[config.mk]
export PLATFORM = sky130hd
export DESIGN_NAME = pipe_hazard_unit
export DESIGN_NICKNAME = d
export VERILOG_FILES = /design/src/rtl/pipe_hazard_unit.sv
export SDC_FILE = /design/constraint.sdc
export NUM_CORES = 1
export LEC_CHECK = 0
export ABC_CLOCK_PERIOD_IN_PS = 5600
export BUFFER_PORTS_ARGS = -buffer_cell sky130_fd_sc_hd__buf_2
export CORE_ASPECT_RATIO = 1.1
export CORE_MARGIN = 2
export CORE_UTILIZATION = 58
export DETAILED_ROUTE_END_ITERATION = 10
export PLACE_DENSITY = 0.84
export REMOVE_ABC_BUFFERS = 1
export SYNTH_ARGS = -nofsm -noshare
export SYNTH_HDL_FRONTEND = slang
export SYNTH_SLANG_ARGS = --single-unit
export TNS_END_PERCENT = 5
[constraint.sdc]
create_clock -name clk -period 5.6 [get_ports clk]
set_input_delay 0.28 -clock clk [delete_from_list [all_inputs] [get_ports clk]]
set_output_delay 0.28 -clock clk [all_outputs]
set_load 0.02 [all_outputs]
[src/rtl/pipe_hazard_unit.sv]
// Hazard/forwarding control for the 5-stage pipeline; controls are combinational, shadow updates next edge.
// Backpressure: mem_wait freezes the pipe, load-use inserts one bubble, taken branch flushes younger stages.
module pipe_hazard_unit #(
    parameter int REG_AW       = 5,
    parameter int FLUSH_STAGES = 3,
    parameter int CNT_W        = 32
) (
    input  logic              clk,
    input  logic              rst,
    input  logic              id_valid,
    input  logic [REG_AW-1:0] id_rs1,
    input  logic [REG_AW-1:0] id_rs2,
    input  logic              id_use_rs1,
    input  logic              id_use_rs2,
    input  logic [REG_AW-1:0] id_rd,
    input  logic              id_we,
    input  logic              id_is_load,
    input  logic              id_is_mem,
    input  logic              branch_taken,
    input  logic              mem_ready,
    output logic              stall_pc,
    output logic              bubble_ex,
    output logic              freeze,
    output logic              flush_if_id,
    output logic              flush_id_ex,
    output logic              flush_ex_mem,
    output logic [1:0]        fwd_rs1,
    output logic [1:0]        fwd_rs2,
    output logic [CNT_W-1:0]  stall_cycles
);

    typedef struct packed {
        logic              v;
        logic [REG_AW-1:0] rd;
        logic              we;
        logic              load;
        logic              mem;
    } stg_t;

    typedef struct packed {
        stg_t              base;
        logic [REG_AW-1:0] rs1;
        logic [REG_AW-1:0] rs2;
        logic              use1;
        logic              use2;
    } ex_t;

    localparam bit              FL_ID_EX  = (FLUSH_STAGES >= 2);
    localparam bit              FL_EX_MEM = (FLUSH_STAGES == 3);
    localparam logic [CNT_W-1:0] CNT_MAX  = '1;
    localparam logic [CNT_W-1:0] CNT_ONE  = {{(CNT_W-1){1'b0}}, 1'b1};

    ex_t              r_ex;
    stg_t             r_mem;
    stg_t             r_wb;
    logic [CNT_W-1:0] r_stall_cnt;

    ex_t        w_id_ex;
    logic       w_mem_wait;
    logic       w_load_use;
    logic       w_branch;
    logic       w_lu_stall;
    logic       w_rs1_hit;
    logic       w_rs2_hit;
    logic [1:0] w_fwd1;
    logic [1:0] w_fwd2;

    // MEM result forwarding excludes loads: load-use already spaces the consumer by one bubble.
    function automatic logic [1:0] fwd_sel(
        input logic              use_x,
        input logic [REG_AW-1:0] rs,
        input stg_t              mem_e,
        input stg_t              wb_e
    );
        logic [1:0] sel;
        sel = 2'd0;
        if (use_x && mem_e.v && mem_e.we && !mem_e.load &&
            (mem_e.rd != '0) && (mem_e.rd == rs)) begin
            sel = 2'd1;
        end else if (use_x && wb_e.v && wb_e.we &&
                     (wb_e.rd != '0) && (wb_e.rd == rs)) begin
            sel = 2'd2;
        end
        return sel;
    endfunction

    always_comb begin
        w_id_ex = '0;
        if (id_valid) begin
            w_id_ex.base.v    = 1'b1;
            w_id_ex.base.rd   = id_rd;
            w_id_ex.base.we   = id_we;
            w_id_ex.base.load = id_is_load;
            w_id_ex.base.mem  = id_is_mem;
            w_id_ex.rs1       = id_rs1;
            w_id_ex.rs2       = id_rs2;
            w_id_ex.use1      = id_use_rs1;
            w_id_ex.use2      = id_use_rs2;
        end
    end

    assign w_mem_wait = r_mem.v & r_mem.mem & ~mem_ready;
    assign w_rs1_hit  = id_use_rs1 & (id_rs1 == r_ex.base.rd);
    assign w_rs2_hit  = id_use_rs2 & (id_rs2 == r_ex.base.rd);
    assign w_load_use = id_valid & r_ex.base.v & r_ex.base.load &
                        (r_ex.base.rd != '0) & (w_rs1_hit | w_rs2_hit);

    // Priority: memory wait, then taken branch, then load-use.
    assign w_branch   = branch_taken & ~w_mem_wait;
    assign w_lu_stall = w_load_use & ~w_mem_wait & ~branch_taken;

    assign w_fwd1 = fwd_sel(r_ex.use1, r_ex.rs1, r_mem, r_wb);
    assign w_fwd2 = fwd_sel(r_ex.use2, r_ex.rs2, r_mem, r_wb);

    assign freeze       = ~rst & w_mem_wait;
    assign stall_pc     = ~rst & (w_mem_wait | w_lu_stall);
    assign bubble_ex    = ~rst & w_lu_stall;
    assign flush_if_id  = ~rst & w_branch;
    assign flush_id_ex  = ~rst & w_branch & FL_ID_EX;
    assign flush_ex_mem = ~rst & w_branch & FL_EX_MEM;
    assign fwd_rs1      = rst ? 2'd0 : w_fwd1;
    assign fwd_rs2      = rst ? 2'd0 : w_fwd2;
    assign stall_cycles = r_stall_cnt;

    always_ff @(posedge clk) begin
        if (rst) begin
            r_ex  <= '0;
            r_mem <= '0;
            r_wb  <= '0;
        end else if (w_mem_wait) begin
            r_wb <= '0;
        end else if (w_branch) begin
            r_wb  <= r_mem;
            r_mem <= FL_EX_MEM ? stg_t'('0) : r_ex.base;
            r_ex  <= FL_ID_EX ? ex_t'('0) : w_id_ex;
        end else if (w_lu_stall) begin
            r_wb  <= r_mem;
            r_mem <= r_ex.base;
            r_ex  <= '0;
        end else begin
            r_wb  <= r_mem;
            r_mem <= r_ex.base;
            r_ex  <= w_id_ex;
        end
    end

    always_ff @(posedge clk) begin
        if (rst) begin
            r_stall_cnt <= '0;
        end else if ((stall_pc | freeze) && (r_stall_cnt != CNT_MAX)) begin
            r_stall_cnt <= r_stall_cnt + CNT_ONE;
        end
    end

endmodule

Word-level counts from Yosys, hierarchy flattened

Cells that the tools add are included.

Add/sub/neg operators: 1
Eq/ne operators: 7
Mux-type cells: 10
Bitwise logic cells: 22
Reductions and logical operators: 24

Operator list:

| operator              | count |
|---|---|
| $mux 21               | 3 |
| $add 32x1->32 const B | 1 |
| $ne 32x32->1 const B  | 1 |
| $eq 5x5->1            | 6 |
| $logic_and 1x1->1     | 19 |
| $and 1x1->1           | 15 |
| $reduce_bool 5->1     | 3 |
| $mux 2                | 6 |
| $mux 9                | 1 |
| $not 1->1             | 4 |
| $or 1x1->1            | 3 |
| $reduce_or 2->1       | 1 |
| $logic_not 1->1       | 1 |

Register bits after elaboration: 69
Bits of input ports: 25
Output and inout bits: 42
Logic and storage cells: 82

Depth between registers and ports, before layout

Depth after elaboration: 10
Gate-level depth with buffers: 9
Mapped depth without buffers: 8

Least setup slack after synthesis

No wires, ideal clock.

Path kind: register -> register
Start: register r_stall_cnt[0], in the netlist stall_cycles[0]
End: register r_stall_cnt[18], in the netlist stall_cycles[18]
Library setup time: 128 ps
Arrival: 2176 ps
Required time: 5472 ps
Path slack: 3296 ps
Stages on the path, launching flop included: 9
Buffers on the path: 0
Period minus slack after synthesis: 2304 ps
Path through: dfxtp_1 > ha_1 > and3_1 > nand3_1 > or4_4 > o2111ai_2 > nand3b_1 > xor2_1 > nor2_1

Longest elaborated chain between the ends: 2
Elaborated cells between the ends (all ways): 3
Classes of those cells: 1 x add/sub; 1 x eq/ne; 1 x reduce/logical

RTL lines:

| element                                               | line | text |
|---|---|---|
| from (decl)                                           | 56   | `logic [CNT_W-1:0] r_stall_cnt;` |
| from (signal assigned)                                | 151  | `r_stall_cnt <= r_stall_cnt + CNT_ONE;` |
| branches (longest 2 deep; another with $add 32x1->32) | --   |  |

Several ways; the timed one is not identified.
A chain may end at the register's enable or synchronous reset.

Worst setup path after layout

Start: register r_stall_cnt[0], in the netlist stall_cycles[0]
End: register r_stall_cnt[25], in the netlist stall_cycles[25]

The elaborated chain is that of the path after synthesis.

==> summary.md <==
| Metric | Value |
|---|---|
| Status | complete, no violations |
| Top-count cell post-synth | dfxtp_1 |
| Fin area | 3750 um^2 |
| Setup WS post-layout | 2.83 ns |
| Synth top area share | 42.9% |
| Vias in the first global route | 2581 |
| Overall die width | 75.0 um |
| Remaining Overflow, GRT | 0 |
| Clk pwr share | 41.1% |
| Global-route usage over all layers | 26.3% |
| FFs w/ async S/R, synth | 0% |
| Top FF cell, synth | dfxtp_1 |
| Switching power | 207 uW |
| Yosys warns | 0 |
| XOR/XNOR share of the synthesized area | 13.1% |
| Routed Antenna Nets | 0 |
| Clock transition at the registers of the reported paths | 0.07 ns |
| Standard-cell row count | 28 |
| Share of layout cells above drive strength 1 | 23.6% |
| Worst path arrival time | 3.02 ns |
| Final net count | 434 |
| Initial antenna violation count | 0 |
| Post-cts resize count | 0 |
| EDFF count, synth | 0 |
| Hold WS | 0.135 ns |
| Setup bufs post-CTS | 0 |
| DR DRC count | 0 |
| CTS tree | done |
| Via-to-Cell Ratio | 5.77 |
| Critical path type | reg -> reg |
| Crit start category | register |
| Syn Area/Cell | 9.25 um^2 |
| Post-Synth Simple-Gate Area | 25.7% |
| Core Region | 5360 um^2 |
| Io pins | 67 |
| Clock sink count | 69 |
| Die ar. | 6160 um^2 |
| Setup TNS | 0 ns |
| CP endpoint kind | register |
| Root Buffer | clkbuf_8 |
| Sequential share of power | 54.2% |
| Hold crit path type | in -> reg |
| Cells after Synth | 348 |
| Peak supply drop | 0.169 mV |
| Gate power share | 4.7% |
| Cts hold-fix bufs | 0 |
| Max Cap Violations | 0 |
| Mux cell area share after synthesis | 1.36% |
| Post-place setup slack | 2.87 ns |
| Initial core utilization | 60.1% |
| Top cells by count, synth | 69 x dfxtp_1, 35 x nor2_1, 27 x a22o_1 |
| Placed instance area | 3570 um^2 |
| Compound-gate portion of the synthesized area | 13.4% |
| Top cells by area, synth | dfxtp_1 43%, a22o_1 7.3%, xor2_1 7.1% |
| H-tree depth | 3 |
| Die Ht | 82.1 um |
| Fmax | 361 MHz |
| Area leader, netlist | dfxtp_1 |
| Drt first-iter violations | 177 |
| Required time worst endpoint | 5.84 ns |
| Sequential cell area fraction in the yosys report | 42.9% |
| Switching share of power | 22.4% |
| Largest family of logic cells by synthesized area | simple AND/OR/NAND/NOR gates |
| Syn-to-layout area delta | 16.5% |
| Leak Pwr | 0.00166 uW |
| Fillcell total | 440 |
| Adder-cell share of the synthesized area | 0.389% |
| RSZ-0062 raised after global routing | no |
| Register bit count reported by yosys | 69 |
| Pin count of the biggest net entering global routing | 45 |
| Pwr dens | 247 nW/um^2 |
| Post-DP HPWL | 5340 um |
| Setup violation total in the final timing report | 0 |
| Clk Latency, worst-skew pair | 0.35 ns |
| First-pass GRT wire length | 12200 um |
| Final period utilization | 49.5% |
| Post-Route WL | 7600 um |
| Final Critical Period | 2.77 ns |
| Num CTS Buffers | 9 |
| # port buffers | 66 |
| First-pass DRT Iterations | 4 |
| Unique masters post-synth | 47 |
| Clock skew | 0.00640 ns |
| Endpoints failing hold | 0 |
| Max-slew violations | 0 |
| Internal Power | 719 uW |
| Least-Margin Pin Slew | 0.792 ns |
| Via count | 2805 |
| Post-Syn Area | 3220 um^2 |
| Max-slew headroom | 47.2% |
| Worst Path Max Fanout | 14 |
| Routed WL per cell | 15.6 um |
| Routability cong. | 0.871 |
| Clock tree buffer depth | 2 |
| Diodes inserted | 0 |
## metrics by stage
stage / power, uW / util, % / cells
after detailed placement: 557 / 66.6 / 472
after global routing: 961 / 70.0 / 486
after global placement: 555 / 66.6 / 472
after floorplan: 534 / - / 330
final: 926 / 70.0 / 486
after CTS: 929 / 70.0 / 486
## cell families after synthesis
family                   after synthesis
AND/OR/NAND/NOR                      147
XOR/XNOR                              48
adder cells (fa/ha/maj)                1
multiplexers                           4
buffers and inverters                 23
flip-flops                            69
AO/OA/AOI/OAI                         56
## area by class of cell
cell class	instances	area, um^2	area share (%)
multi-input cells	256	1740	46.3
flip-flops and latches	69	1380	36.8
repair buffers	67	338	9.01
clock buffers	13	179	4.77
well taps	75	93.8	2.50
inverters	5	18.8	0.500
clock inverters	1	5.00	0.133
## routing by layer
layer,part of all wire [%],global-route usage (%),wire length [um]
met1,42,32.1,3210
met2,50,42.9,3830
met3,5.2,5.95,395
met4,2.2,13.9,167
met5,0,0,0
## flip-flops by register name, indices dropped and copies added (netlist names)
name,cells
r_mem,9
r_ex,21
r_wb,7
stall_cycles,32
## power groups by stage
stage | combinational [uW] | sequential [uW] | clock, uW
4_1_cts | 43.8 | 502 | 384
2_1_floorplan | 23.2 | 511 | 0
3_3_place_gp | 42.6 | 513 | 0
3_5_place_dp | 43.5 | 513 | 0
6_report | 43.8 | 502 | 380
5_1_grt | 48.0 | 502 | 411
## critical path, cell delays in order, from the launching register on
cell and delay [ns]:
dfxtp_1 0.36, ha_1 0.23, and3_1 0.22, nand3_1 0.19
nor4_4 0.10, a31oi_2 0.60, nand4_2 0.33, nor4_1 0.26
mux2_2 0.36
## path summary, 6_finish.rpt
check	from	to	slack, ns	cells after the start
setup / recovery	stall_cycles[0]	stall_cycles[25]	2.83	8
hold / removal	id_we	r_ex[14]	0.14	2
hold reg to reg	r_ex[12]	r_ex[12]	0.49	1
setup reg to reg	stall_cycles[0]	stall_cycles[25]	2.83	8
## placed cells by master (no fill, tap or decap), drive strengths merged, types with 14 or more instances in the layout
cell type and count:
xnor2 22, nand3 20, nand2 19, xor2 26, dfxtp 69, nor2 35, a22o 27, buf 67
and3 15, nand4 14
No activity file was read; power rests on OpenSTA's default activity.
